[src/rtl/traffic_light_ctrl.sv]
`default_nettype none
// ============================================================================
//  Module   : traffic_light_ctrl
//  Purpose  : Two-road intersection light controller with 1 Hz prescaler,
//             parametrised phase durations, all-red clearance and hold.
//  Options  : define PED_EN to build the pedestrian walk phase.
//  Revision : 1.0 - initial release
// ============================================================================
module traffic_light_ctrl #(
   parameter int CLK_DIV    = 100_000_000,
   parameter int CNT_W      = 6,
   parameter int GREEN_SEC  = 10,
   parameter int YELLOW_SEC = 2,
   parameter int ALLRED_SEC = 1,
   parameter int WALK_SEC   = 5
) (
   input  logic             clk,
   input  logic             rst,
   input  logic             hold,
   input  logic             ped_req,
   output logic [2:0]       NS_light,
   output logic [2:0]       EW_light,
   output logic             walk,
   output logic [2:0]       phase,
   output logic [CNT_W-1:0] sec_left
);

   // Prescaler needs at least one bit even when every cycle is a tick.
   localparam int            c_presc_w   = (CLK_DIV > 1) ? $clog2(CLK_DIV) : 1;
   localparam logic [c_presc_w-1:0] c_presc_max = c_presc_w'(CLK_DIV - 1);

   localparam logic [2:0] c_red    = 3'b100;
   localparam logic [2:0] c_yellow = 3'b010;
   localparam logic [2:0] c_green  = 3'b001;

   typedef enum logic [2:0] {
      S_NSG  = 3'd0,
      S_NSY  = 3'd1,
      S_AR1  = 3'd2,
      S_EWG  = 3'd3,
      S_EWY  = 3'd4,
      S_AR2  = 3'd5,
      S_WALK = 3'd6
   } state_t;

   state_t                 r_state;
   logic [CNT_W-1:0]       r_timer;
   logic [c_presc_w-1:0]   r_presc;
   logic [2:0]             r_ns;
   logic [2:0]             r_ew;

   logic                   w_tick;
   logic                   w_legal;
   logic                   w_load;
   state_t                 w_next;

`ifdef PED_EN
   logic                   r_ped_pend;
   logic                   r_walk;
`else
   logic                   w_unused_ped;
   assign w_unused_ped = ped_req;
`endif

   // Duration loaded into the phase timer on entry to a state.
   function automatic logic [CNT_W-1:0] dur(input state_t s);
      case (s)
         S_NSG, S_EWG: dur = CNT_W'(GREEN_SEC);
         S_NSY, S_EWY: dur = CNT_W'(YELLOW_SEC);
         S_AR1, S_AR2: dur = CNT_W'(ALLRED_SEC);
`ifdef PED_EN
         S_WALK:       dur = CNT_W'(WALK_SEC);
`endif
         default:      dur = CNT_W'(GREEN_SEC);
      endcase
   endfunction

   function automatic logic [2:0] ns_of(input state_t s);
      case (s)
         S_NSG:   ns_of = c_green;
         S_NSY:   ns_of = c_yellow;
         default: ns_of = c_red;
      endcase
   endfunction

   function automatic logic [2:0] ew_of(input state_t s);
      case (s)
         S_EWG:   ew_of = c_green;
         S_EWY:   ew_of = c_yellow;
         default: ew_of = c_red;
      endcase
   endfunction

   // Tick generation, state legality and next-state selection.
   always_comb begin
      w_tick  = !hold && (r_presc == c_presc_max);
      w_legal = 1'b0;
      w_load  = 1'b0;
      w_next  = r_state;
      case (r_state)
         S_NSG, S_NSY, S_AR1, S_EWG, S_EWY, S_AR2: w_legal = 1'b1;
`ifdef PED_EN
         S_WALK:                                   w_legal = 1'b1;
`endif
         default:                                  w_legal = 1'b0;
      endcase
      if (!w_legal) begin
         // Unreachable codes fall back to the start of the cycle at once.
         w_load = 1'b1;
         w_next = S_NSG;
      end else if (w_tick && (r_timer == CNT_W'(1))) begin
         w_load = 1'b1;
         case (r_state)
            S_NSG:   w_next = S_NSY;
            S_NSY:   w_next = S_AR1;
            S_AR1:   w_next = S_EWG;
            S_EWG:   w_next = S_EWY;
            S_EWY:   w_next = S_AR2;
`ifdef PED_EN
            S_AR2:   w_next = r_ped_pend ? S_WALK : S_NSG;
`else
            S_AR2:   w_next = S_NSG;
`endif
            default: w_next = S_NSG;
         endcase
      end
   end

   // Prescaler, phase timer, state register and registered light outputs.
   always_ff @(posedge clk or negedge rst) begin
      if (!rst) begin
         r_presc    <= '0;
         r_state    <= S_NSG;
         r_timer    <= CNT_W'(GREEN_SEC);
         r_ns       <= c_green;
         r_ew       <= c_red;
`ifdef PED_EN
         r_ped_pend <= 1'b0;
         r_walk     <= 1'b0;
`endif
      end else begin
         if (!hold) begin
            r_presc <= (r_presc == c_presc_max) ? '0 : r_presc + c_presc_w'(1);
         end
         if (w_load) begin
            r_state <= w_next;
            r_timer <= dur(w_next);
            r_ns    <= ns_of(w_next);
            r_ew    <= ew_of(w_next);
         end else if (w_tick) begin
            r_timer <= r_timer - CNT_W'(1);
         end
`ifdef PED_EN
         if (w_load) begin
            r_walk <= (w_next == S_WALK);
         end
         // Entering WALK serves the request; presses during WALK are ignored.
         if (w_load && (w_next == S_WALK)) begin
            r_ped_pend <= 1'b0;
         end else if (ped_req && (r_state != S_WALK)) begin
            r_ped_pend <= 1'b1;
         end
`endif
      end
   end

   assign NS_light = r_ns;
   assign EW_light = r_ew;
   assign phase    = r_state;
   assign sec_left = r_timer;
`ifdef PED_EN
   assign walk     = r_walk;
`else
   assign walk     = 1'b0;
`endif

endmodule
`default_nettype wire

[config.mk]
export PLATFORM = sky130hd
export DESIGN_NAME = traffic_light_ctrl
export DESIGN_NICKNAME = d
export VERILOG_FILES = /design/src/rtl/traffic_light_ctrl.sv
export SDC_FILE = /design/constraint.sdc
export NUM_CORES = 1
export LEC_CHECK = 0
export CORE_UTILIZATION = 60
export CTS_CLUSTER_DIAMETER = 40
export CTS_CLUSTER_SIZE = 20
export DETAILED_ROUTE_END_ITERATION = 10
export PLACE_DENSITY = 0.83
export SLEW_MARGIN = 10
export SYNTH_ARGS = -nofsm -noshare
export SYNTH_HDL_FRONTEND = slang
export SYNTH_SLANG_ARGS = --single-unit
export TNS_END_PERCENT = 5
[constraint.sdc]
create_clock -name clk -period 5.6 [get_ports clk]
set_input_delay 1.12 -clock clk [delete_from_list [all_inputs] [get_ports clk]]
set_output_delay 1.12 -clock clk [all_outputs]
set_load 0.01 [all_outputs]
# After elaboration in Yosys (flattened, before gate mapping)
# Cells that the tools add are included.
dict set report classes {
  add_sub_neg 2
  mul 0
  n_div 0
  order_cmp 0
  n_eq_ne 12
  n_shift 0
  muxes 12
  bitwise 0
  n_reduce_logical 9
}
# op n
set op_table {}
lappend op_table {{$add 27x1->27 const B} 1}
lappend op_table {{$eq 27x27->1 const B} 1}
lappend op_table {{$mux 27} 1}
lappend op_table {{$pmux 3 s5} 1}
lappend op_table {{$eq 3x2->1 const B} 4}
lappend op_table {{$eq 3x3->1 const B} 4}
lappend op_table {{$mux 6} 2}
lappend op_table {{$pmux 3 s2} 2}
lappend op_table {{$pmux 4 s2} 1}
lappend op_table {{$eq 3x1->1 const B} 2}
lappend op_table {{$eq 6x1->1 const B} 1}
lappend op_table {{$logic_not 3->1} 2}
lappend op_table {{$mux 3} 2}
lappend op_table {{$reduce_or 6->1} 1}
lappend op_table {{$sub 6x1->6 const B} 1}
lappend op_table {{$reduce_or 2->1} 2}
lappend op_table {{$mux 1} 3}
lappend op_table {{$logic_and 1x1->1} 2}
lappend op_table {{$reduce_bool 2->1} 1}
lappend op_table {{$logic_not 1->1} 1}
dict set report totals {
  regBits 42
  latch_bits 0
  ram_bits 0
  mem_bits_ro 0
  inputBits 4
  elab_cells 40
  mem_count 0
}

# Longest topological paths before layout
# Gate-level depths: netlist of the first run.
dict set report logic_depth {
  depth_word 9
  mapped_depth 8
  ltp_nobuf 7
}

# Worst setup path before layout of the first run
# OpenSTA, ideal clock, no wires.
dict set report synth_timing {
  path_type {input -> register}
  from {in hold}
  to {reg r_ns[2], in the netlist NS_light[2]}
  setup_time_ns 0.119
  t_arrival_ns 2.437
  required_ns 5.481
  setup_slack_ns 3.044
  cell_stages 6
  path_buffers 1
  path_cell_list {and4b_1 buf_2 nand4_1 nor3_2 mux2_2 and2_1}
}
dict set report synth_via {
  elab_chain_len 7
}
# element line
set synth_lines {}
lappend synth_lines {{start, declared} 19} ;# input logic hold,
lappend synth_lines {{$logic_not 1->1 *} n/a}
lappend synth_lines {{$logic_and 1x1->1 *} 96} ;# w_tick = !hold && (r_presc == c_presc_max);
lappend synth_lines {{$logic_and 1x1->1 *} 111} ;# end else if (w_tick && (r_timer == CNT_W'(1))) begin
lappend synth_lines {{$mux 3} 111}
lappend synth_lines {{$mux 3} 107} ;# if (!w_legal) begin
lappend synth_lines {{$eq 3x1->1 / $logic_not 3->1 (equally long branches)} 79} ;# case (s)
lappend synth_lines {{$pmux 3 s2} 79}
lappend synth_lines {{end signal, assigned} 135} ;# r_ns <= c_green;
lappend synth_lines {{end signal, assigned} 148} ;# r_ns <= ns_of(w_next);
lappend synth_lines {{end, declared} 49} ;# logic [2:0] r_ns;
# Every way passes the cells marked *; elsewhere a longest branch is shown, timed or not.
# A chain may end at the register's enable or synchronous reset.

# Final worst setup path of the first run
dict set report layout_timing {
  from {in hold}
  to {reg r_timer[2], in the netlist sec_left[2]}
}
dict set report layout_via {
  elab_chain_len 6
}
# element line
set layout_lines {}
lappend layout_lines {{$logic_not 1->1 *} n/a}
lappend layout_lines {{$logic_and 1x1->1 *} 96}
lappend layout_lines {{$logic_and 1x1->1} 111}
lappend layout_lines {{$mux 1} 111}
lappend layout_lines {{$mux 1} 107}
lappend layout_lines {{$mux 6 / $reduce_bool 2->1 (equally long branches)} n/a}
lappend layout_lines {{end signal, assigned} 134} ;# r_timer <= CNT_W'(GREEN_SEC);
lappend layout_lines {{end signal, assigned} 147} ;# r_timer <= dur(w_next);
lappend layout_lines {{end signal, assigned} 151} ;# r_timer <= r_timer - CNT_W'(1);
lappend layout_lines {{end, declared} 47} ;# logic [CNT_W-1:0] r_timer;
# Marks and branches as above.

==> results of run 1 <==
-- cells in the mapped netlist --
cell type	count	area share, %
dfrtp_1	38	42
nor2_1	32	5.4
nand2_1	21	3.5
xnor2_1	16	6.2
nand3_1	14	3.1
xor2_1	12	4.7
nand4_1	11	3.1
and4_1	6	2.3
clkbuf_1	5	0.84
o211ai_1	5	1.7
and3_1	4	1.1
buf_2	4	0.89
dfstp_2	4	4.7
inv_1	4	0.67
and2_1	3	0.84
ha_1	3	1.7
mux2i_1	3	1.3
nand2b_1	3	0.84
nor3_1	3	0.67
nor4b_4	3	3.2
o21ai_0	3	0.67
a21boi_0	2	0.67
a21o_1	2	0.67
a21oi_1	2	0.45
nor4_1	2	0.56
nor4_2	2	1.1
o31ai_1	2	0.67
a22o_1	1	0.39
a31oi_1	1	0.28
and3b_1	1	0.39
and4b_1	1	0.45
buf_4	1	0.33
conb_1	1	0.17
mux2_2	1	0.50
nand3_2	1	0.45
nor2b_1	1	0.28
nor3_2	1	0.45
nor3b_1	1	0.33
o21a_1	1	0.33
o21ai_1	1	0.22
o21bai_1	1	0.33
o31ai_2	1	0.56
or3_1	1	0.28
or4_1	1	0.33
-- routing by layer --
metal / GRT usage, % / up-vias / routed length (um)
met4: 9.30 / 0 / 46
met3: 5.07 / 6 / 125
met1: 32.9 / 783 / 2000
met5: 0 / - / 0
met2: 39.4 / 34 / 2110
li1: - / 816 / -
-- layout by cell type, fill, tap and decap left out, types with 6 or more instances in the layout --
cell type and count:
nand2_1 21, nand3_1 14, and4_1 6, xnor2_1 16, nand4_1 11, clkdlybuf4s50_1 16, xor2_1 12, nor2_1 32
dfrtp_1 38
-- cell families (layout without fill, tap and decap cells) --
group	count (synthesis)	in the layout	synth area share [%]
AND/OR/NAND/NOR	112	112	28.7
flip-flops	42	42	47.1
multiplexers	4	4	1.84
XOR/XNOR	28	28	10.9
buffers and inverters	14	29	2.73
other	1	1	0.167
AO/OA/AOI/OAI	22	22	6.92
adder cells (fa/ha/maj)	3	3	1.67
-- sequential cells by signal, indices dropped and copies added, names as in the netlist --
signal	flops
r_presc	27
sec_left	6
phase	3
EW_light	3
NS_light	3
-- power by group through the flow --
stage / registers (mW) / logic, mW / clock network (mW)
floorplan: 0.350 / 0.0404 / 0
global placement: 0.353 / 0.0522 / 0
detailed placement: 0.355 / 0.0536 / 0
CTS: 0.349 / 0.0544 / 0.237
global route: 0.351 / 0.0608 / 0.253
finish: 0.349 / 0.0534 / 0.236
-- worst max path at each step --
stage	start	to	slack [ns]	depth (start not counted)
after floorplan	hold	NS_light[2]	3.04	6
after global placement	hold	sec_left[2]	1.81	6
after detailed placement	hold	sec_left[2]	1.79	6
after CTS	hold	sec_left[2]	2.09	6
after global routing	hold	sec_left[2]	1.86	6
final	hold	sec_left[2]	2.11	6
-- final cells by class --
class                      instances  area, sq um
fill                             268          930
timing repair buffer              17          165
clock buffer                       6         72.6
tap                               46         57.6
multi-input combinational        170         1130
inverter                           4         15.0
clock inverter                     2         37.5
sequential                        42         1060
-- worst min-delay path, cell delays in order (launching register included) --
cell and delay [ns]:
dfstp_2 0.37, nand2_1 0.04, o211ai_1 0.07
-- per-stage QoR --
step	instance area [sq um]	instances	setup slack, ns	hold slack, ns	util, %
floorplan	2240	226	3.04	0.464	-
global placement	2430	279	1.81	0.479	70.0
detailed placement	2430	279	1.79	0.482	70.0
CTS	2540	287	2.09	0.493	73.2
global route	2540	287	1.86	0.508	73.2
finish	2540	287	2.11	0.490	73.2
==> impl_results.html, run 1 <==
<table>
<tr><th>Metric</th><th>Value</th></tr>
<tr><th colspan="2">Routing</th></tr>
<tr><td>DR pass1 iterations</td><td>9</td></tr>
<tr><td>DRC violations left</td><td>2</td></tr>
<tr><td>Vias</td><td>1,639</td></tr>
<tr><td>Wire per inst</td><td>14.9 um</td></tr>
<tr><td>Final wirelength</td><td>4280 um</td></tr>
<tr><td>Iteration-0 DRC count of the detailed router</td><td>203</td></tr>
<tr><td>Vias per std cell</td><td>5.71</td></tr>
<tr><td>Antenna Nets Post-Route</td><td>0</td></tr>
<tr><th colspan="2">Global route</th></tr>
<tr><td>Overall track demand over capacity in global routing</td><td>24.7%</td></tr>
<tr><td>Largest net degree at the start of global routing</td><td>43</td></tr>
<tr><td>Total gr overflow</td><td>0</td></tr>
<tr><td>Initial antenna violation count</td><td>0</td></tr>
<tr><td>Number of global-route vias before repair</td><td>1,648</td></tr>
<tr><td>Global-route wire length before repair</td><td>7690 um</td></tr>
<tr><th colspan="2">CTS</th></tr>
<tr><td>Reg clk slew, reported paths</td><td>0.08 ns</td></tr>
<tr><td>Number of clock buffers inserted by TritonCTS</td><td>5</td></tr>
<tr><td>Max H-tree Level</td><td>2</td></tr>
<tr><td>Cts repair resizes</td><td>0</td></tr>
<tr><td>CTS tree</td><td>built</td></tr>
<tr><td>Setup fix buffers added after clock tree synthesis</td><td>0</td></tr>
<tr><td>Maximum clock insertion buffer count</td><td>2</td></tr>
<tr><td>Clock latency at the later pin of the worst-skew pair</td><td>0.29 ns</td></tr>
<tr><td>Number of sinks driven by the clock tree</td><td>42</td></tr>
<tr><td>Cell at the root of the clock tree</td><td>clkbuf_8</td></tr>
<tr><td>Number of hold-repair buffers added at the cts stage</td><td>0</td></tr>
<tr><th colspan="2">Timing</th></tr>
<tr><td>Final hold violation count</td><td>0</td></tr>
<tr><td>Crit share post-route</td><td>62.4%</td></tr>
<tr><td>Measured slew at the worst slew-check pin</td><td>1.13 ns</td></tr>
<tr><td>Max Fclk</td><td>286 MHz</td></tr>
<tr><td>Rel. slew slack</td><td>23.8%</td></tr>
<tr><td>Clock Skew</td><td>0.00894 ns</td></tr>
<tr><td>Setup tns final</td><td>0 ns</td></tr>
<tr><td>Final setup viols</td><td>0</td></tr>
<tr><td>Max-slew violation count</td><td>0</td></tr>
<tr><td>Setup repair after global routing missed its margin</td><td>no</td></tr>
<tr><td>Post-layout minimum cycle time</td><td>3.49 ns</td></tr>
<tr><th colspan="2">Synthesis</th></tr>
<tr><td>Area of the mapped netlist</td><td>2240 sq um</td></tr>
<tr><td>Sequential element share of the synthesized area</td><td>47.1%</td></tr>
<tr><td>Total of flip-flops plus latches after synthesis</td><td>42</td></tr>
<tr><td>Post-synthesis cell type count</td><td>44</td></tr>
<tr><td>Cell count after synthesis</td><td>226</td></tr>
<tr><td>Warnings, synthesis</td><td>0</td></tr>
<tr><td>Synthesized area per cell</td><td>9.93 sq um</td></tr>
<tr><td>Net count of the mapped netlist</td><td>233</td></tr>
<tr><th colspan="2">Setup path</th></tr>
<tr><td>WS Path Type</td><td>input port to register</td></tr>
<tr><td>Cell with the largest stage delay on the worst path</td><td>nor4_4</td></tr>
<tr><td>Worst r2r src</td><td>r_presc[0]</td></tr>
<tr><td>Crit path required time</td><td>5.79 ns</td></tr>
<tr><td>Max Fanout on Critical Path</td><td>21</td></tr>
<tr><td>CP arrival</td><td>3.68 ns</td></tr>
<tr><td>Max stage delay on crit path</td><td>0.99 ns</td></tr>
<tr><td>Cells along the critical path</td><td>clkdlybuf4s50_1 -&gt; and4b_1 -&gt; nand2_1 -&gt; nor4_4 -&gt; a21boi_0 -&gt; o21a_1</td></tr>
<tr><td>Internal reg-to-reg setup slack</td><td>2.94 ns</td></tr>
<tr><td>Worst path top cell family by delay</td><td>simple AND/OR/NAND/NOR gates</td></tr>
<tr><td>Critical path launch point type</td><td>input port</td></tr>
<tr><td>Endpoint type of the worst setup path</td><td>register</td></tr>
<tr><td>Path depth of the worst reg2reg path</td><td>6</td></tr>
<tr><td>CP bufs+invs</td><td>1</td></tr>
<tr><td>Worst r2r dst</td><td>sec_left[2]</td></tr>
<tr><th colspan="2">Power and ir drop</th></tr>
<tr><td>Switching power as a share of total power</td><td>23.9%</td></tr>
<tr><td>Internal power contribution</td><td>0.485 mW</td></tr>
<tr><td>Power per cell area</td><td>251 nW/um^2</td></tr>
<tr><td>Leakage component of the power</td><td>1.11 nW</td></tr>
<tr><td>Worst IR Drop VDD</td><td>251 uV</td></tr>
<tr><td>Total net switching power</td><td>0.152 mW</td></tr>
<tr><td>Comb power frac</td><td>8.4%</td></tr>
<tr><td>Overall power of the completed layout</td><td>0.638 mW</td></tr>
<tr><td>Sequential cell fraction of total power</td><td>54.7%</td></tr>
<tr><td>Clock share of power</td><td>36.9%</td></tr>
<tr><th colspan="2">Hold path</th></tr>
<tr><td>Min-Delay Path Depth</td><td>2</td></tr>
<tr><td>Worst Hold End</td><td>EW_light[2]</td></tr>
<tr><td>Startpoint of the tightest hold check path</td><td>EW_light[2]</td></tr>
<tr><td>Hold Path Class</td><td>register to register</td></tr>
<tr><th colspan="2">Finish</th></tr>
<tr><td>Share of final-layout standard cells stronger than drive strength 1</td><td>8.71%</td></tr>
<tr><td>Antenna diode count</td><td>0</td></tr>
<tr><td>Layout Nets</td><td>247</td></tr>
<tr><td>Synthesis-to-finish area growth</td><td>13.2%</td></tr>
<tr><th colspan="2">Floorplan</th></tr>
<tr><td>Effective utilization at floorplan</td><td>64.7%</td></tr>
<tr><td>Die outline area</td><td>3990 sq um</td></tr>
<tr><td>IO Pins</td><td>20</td></tr>
<tr><td>Placeable core region</td><td>3470 sq um</td></tr>
<tr><td>Placement row count</td><td>21</td></tr>
<tr><td>Horizontal die dimension</td><td>63.1 um</td></tr>
<tr><td>Die Height</td><td>63.1 um</td></tr>
<tr><th colspan="2">Outcome</th></tr>
<tr><td>Failing checks</td><td>design-rule violations</td></tr>
<tr><td>Status</td><td>complete, but fails checks</td></tr>
<tr><th colspan="2">Place</th></tr>
<tr><td>Port buffer count</td><td>17</td></tr>
<tr><td>HPWL Detailed</td><td>3000 um</td></tr>
<tr><td>Routability Congestion</td><td>0.805</td></tr>
<tr><th colspan="2">Job</th></tr>
<tr><td>Max-cap viol count</td><td>0</td></tr>
</table>
(Power assumes the default switching activity.)
==> run 2: changes to the inputs <==
CORE_UTILIZATION = 51   (was 60)
PLACE_DENSITY = 0.75   (was 0.83)
clock period = 2.99 ns   (was 5.6 ns; I/O delays follow)
==> impl_results.html, run 2 (synthesis gave the netlist of run 1 again) <==
<table>
<tr><th>Metric</th><th>Value</th></tr>
<tr><th colspan="2">CTS</th></tr>
<tr><td>Setup fix buffers added after clock tree synthesis</td><td>0 (unchanged)</td></tr>
<tr><td>Number of sinks driven by the clock tree</td><td>42 (unchanged)</td></tr>
<tr><td>Max H-tree Level</td><td>2 (unchanged)</td></tr>
<tr><td>CTS tree</td><td>built</td></tr>
<tr><td>Cell at the root of the clock tree</td><td>clkbuf_8</td></tr>
<tr><td>Clock latency at the later pin of the worst-skew pair</td><td>0.29 ns (about the same)</td></tr>
<tr><td>Maximum clock insertion buffer count</td><td>2 (unchanged)</td></tr>
<tr><td>Cts repair resizes</td><td>0 (unchanged)</td></tr>
<tr><td>Reg clk slew, reported paths</td><td>0.08 ns (about the same)</td></tr>
<tr><td>Number of clock buffers inserted by TritonCTS</td><td>5 (unchanged)</td></tr>
<tr><td>Number of hold-repair buffers added at the cts stage</td><td>0 (unchanged)</td></tr>
<tr><th colspan="2">Finish</th></tr>
<tr><td>Most used cells in the layout excluding fill and tap cells</td><td>dfrtp_1 (38), nor2_1 (32), nand2_1 (21)</td></tr>
<tr><td>Share of final-layout standard cells stronger than drive strength 1</td><td>9.80% (+1.1 points)</td></tr>
<tr><td>Finished Layout Cells</td><td>295 (+2.8%)</td></tr>
<tr><td>Synthesis-to-finish area growth</td><td>14.6%</td></tr>
<tr><td>Number of flip-flops under the largest register name</td><td>27 (unchanged)</td></tr>
<tr><td>Most frequent standard cell in the layout excluding fill and tap cells</td><td>dfrtp_1</td></tr>
<tr><td>Antenna diode count</td><td>0 (unchanged)</td></tr>
<tr><td>Final-layout fill cell count</td><td>359 (+34%)</td></tr>
<tr><td>Layout Nets</td><td>251 (+1.6%)</td></tr>
<tr><td>Register containing the most flip-flops in the final layout</td><td>r_presc</td></tr>
<tr><th colspan="2">Routing</th></tr>
<tr><td>Vias per std cell</td><td>5.67 (-0.63%)</td></tr>
<tr><td>Final wirelength</td><td>4360 um (+1.9%)</td></tr>
<tr><td>Vias</td><td>1,674 (+2.1%)</td></tr>
<tr><td>Iteration-0 DRC count of the detailed router</td><td>121 (-40%)</td></tr>
<tr><td>Antenna Nets Post-Route</td><td>0 (unchanged)</td></tr>
<tr><td>DR pass1 iterations</td><td>4 (-5)</td></tr>
<tr><td>Wire per inst</td><td>14.8 um (-0.87%)</td></tr>
<tr><td>DRC violations left</td><td>0 (-2)</td></tr>
<tr><th colspan="2">Global route</th></tr>
<tr><td>Overall track demand over capacity in global routing</td><td>21.7% (-3.0 points)</td></tr>
<tr><td>Initial antenna violation count</td><td>0 (unchanged)</td></tr>
<tr><td>Largest net degree at the start of global routing</td><td>43 (unchanged)</td></tr>
<tr><td>Global-route wire length before repair</td><td>7450 um (-3.2%)</td></tr>
<tr><td>Number of global-route vias before repair</td><td>1,613 (-2.1%)</td></tr>
<tr><td>Total gr overflow</td><td>0 (unchanged)</td></tr>
<tr><th colspan="2">Floorplan</th></tr>
<tr><td>Horizontal die dimension</td><td>68.3 um (+8.2%)</td></tr>
<tr><td>Die outline area</td><td>4670 sq um (+17%)</td></tr>
<tr><td>Placement row count</td><td>23 (+9.5%)</td></tr>
<tr><td>Die Height</td><td>68.3 um (+8.2%)</td></tr>
<tr><td>Placeable core region</td><td>4120 sq um (+19%)</td></tr>
<tr><td>Effective utilization at floorplan</td><td>54.5% (-10 points)</td></tr>
<tr><td>IO Pins</td><td>20 (unchanged)</td></tr>
<tr><th colspan="2">Place</th></tr>
<tr><td>Routability Congestion</td><td>0.852 (+5.9%)</td></tr>
<tr><td>Number of cells in the design after placement</td><td>287 (+2.9%)</td></tr>
<tr><td>Port buffer count</td><td>17 (unchanged)</td></tr>
<tr><td>HPWL Detailed</td><td>3030 um (+0.90%)</td></tr>
<tr><td>Placement-stage worst setup slack</td><td>0.267 ns (-1.52 ns)</td></tr>
<tr><th colspan="2">Setup path</th></tr>
<tr><td>Endpoint type of the worst setup path</td><td>register</td></tr>
<tr><td>Cells along the critical path</td><td>clkdlybuf4s50_1 -&gt; and4b_1 -&gt; nand4_1 -&gt; or4_1 -&gt; o211ai_1 -&gt; o31ai_2</td></tr>
<tr><td>CP arrival</td><td>2.60 ns (-1.08 ns)</td></tr>
<tr><td>CP bufs+invs</td><td>1 (unchanged)</td></tr>
<tr><td>Max Fanout on Critical Path</td><td>7 (-67%)</td></tr>
<tr><td>Crit path required time</td><td>3.16 ns (-2.63 ns)</td></tr>
<tr><td>Worst path top cell family by delay</td><td>simple AND/OR/NAND/NOR gates</td></tr>
<tr><td>WS Path Type</td><td>input port to register</td></tr>
<tr><td>Max stage delay on crit path</td><td>0.66 ns (-0.33 ns)</td></tr>
<tr><td>Cell with the largest stage delay on the worst path</td><td>or4_1</td></tr>
<tr><td>Critical path launch point type</td><td>input port</td></tr>
<tr><th colspan="2">Timing</th></tr>
<tr><td>Setup tns final</td><td>0 ns (unchanged)</td></tr>
<tr><td>Final setup viols</td><td>0 (unchanged)</td></tr>
<tr><td>Clock Skew</td><td>0.00541 ns (-0.00354 ns)</td></tr>
<tr><td>Rel. slew slack</td><td>37.3% (+14 points)</td></tr>
<tr><td>Max Fclk</td><td>412 MHz</td></tr>
<tr><td>Crit share post-route</td><td>81.2%</td></tr>
<tr><td>Measured slew at the worst slew-check pin</td><td>0.941 ns (-0.194 ns)</td></tr>
<tr><td>Setup WS post-layout</td><td>0.563 ns (-1.55 ns)</td></tr>
<tr><td>Max-slew violation count</td><td>0 (unchanged)</td></tr>
<tr><td>Final hold violation count</td><td>0 (unchanged)</td></tr>
<tr><td>Setup repair after global routing missed its margin</td><td>no</td></tr>
<tr><td>Post-layout minimum cycle time</td><td>2.43 ns</td></tr>
<tr><td>Final-layout worst hold slack</td><td>0.450 ns (-0.0405 ns)</td></tr>
<tr><th colspan="2">Power and ir drop</th></tr>
<tr><td>Power per cell area</td><td>465 nW/um^2 (+85%)</td></tr>
<tr><td>Worst IR Drop VDD</td><td>253 uV (+1.1%)</td></tr>
<tr><td>Leakage component of the power</td><td>1.13 nW (+2.1%)</td></tr>
<tr><th colspan="2">Outcome</th></tr>
<tr><td>Status</td><td>finished clean</td></tr>
<tr><th colspan="2">Hold path</th></tr>
<tr><td>Hold Path Class</td><td>input port to async pin</td></tr>
<tr><th colspan="2">Job</th></tr>
<tr><td>Max-cap viol count</td><td>0 (unchanged)</td></tr>
</table>
==> run 2: stage by stage <==
step                cell area (sq um)  utilization, %  power (mW)
floorplan                        2240               -       0.731
global route                     2570            62.5        1.25
CTS                              2570            62.5        1.21
detailed placement               2460            59.9       0.767
finish                           2570            62.5        1.19
global placement                 2460            59.9       0.761
==> run 2: final cells by class <==
| class | count | area (sq um) | area share (%) |
|---|---|---|---|
| clock buffers | 7 | 76.3 | 2.97 |
| clock inverters | 1 | 30.0 | 1.17 |
| inverters | 4 | 15.0 | 0.584 |
| multi-input cells | 170 | 1130 | 44.2 |
| flip-flops and latches | 42 | 1060 | 41.1 |
| well taps | 50 | 62.6 | 2.43 |
| repair buffers | 21 | 195 | 7.59 |
==> run 2: worst reg2reg max path, cell delays in order (launching register included) <==
cell and delay (ns):
dfrtp_1 0.44, ha_1 0.18, nor4b_4 0.31, nand2b_1 0.21, or4_1 0.60, o211ai_1 0.17
o31ai_2 0.10
==> run 2: path summary, 6_finish.rpt <==
path                              from  slack (ns)           to  cells past startpoint
max in group asynchronous          rst        1.96  r_presc[15]                      1
max reg2reg                sec_left[0]        0.86  EW_light[0]                      6
min reg2reg                EW_light[2]        0.51  EW_light[2]                      2
max                               hold        0.56  EW_light[0]                      6
min in group clk           EW_light[2]        0.51  EW_light[2]                      2
min                                rst        0.45   r_presc[0]                      1
==> run 2: per-layer routing <==
metal | up-vias | GRT usage [%] | routed length, um
met3 | 0 | 5.33 | 136
li1 | 821 | - | -
met5 | - | 0 | 0
met4 | 0 | 6.77 | 0
met2 | 35 | 34.3 | 2080
met1 | 818 | 29.1 | 2140
==> run 2: report_power, final <==
| group | leakage, nW | internal [mW] | switching (mW) |
|---|---|---|---|
| clock network | 0.0524 | 0.250 | 0.189 |
| registers | 0.556 | 0.612 | 0.0421 |
| logic | 0.522 | 0.0490 | 0.0524 |
| total | 1.13 | 0.911 | 0.283 |
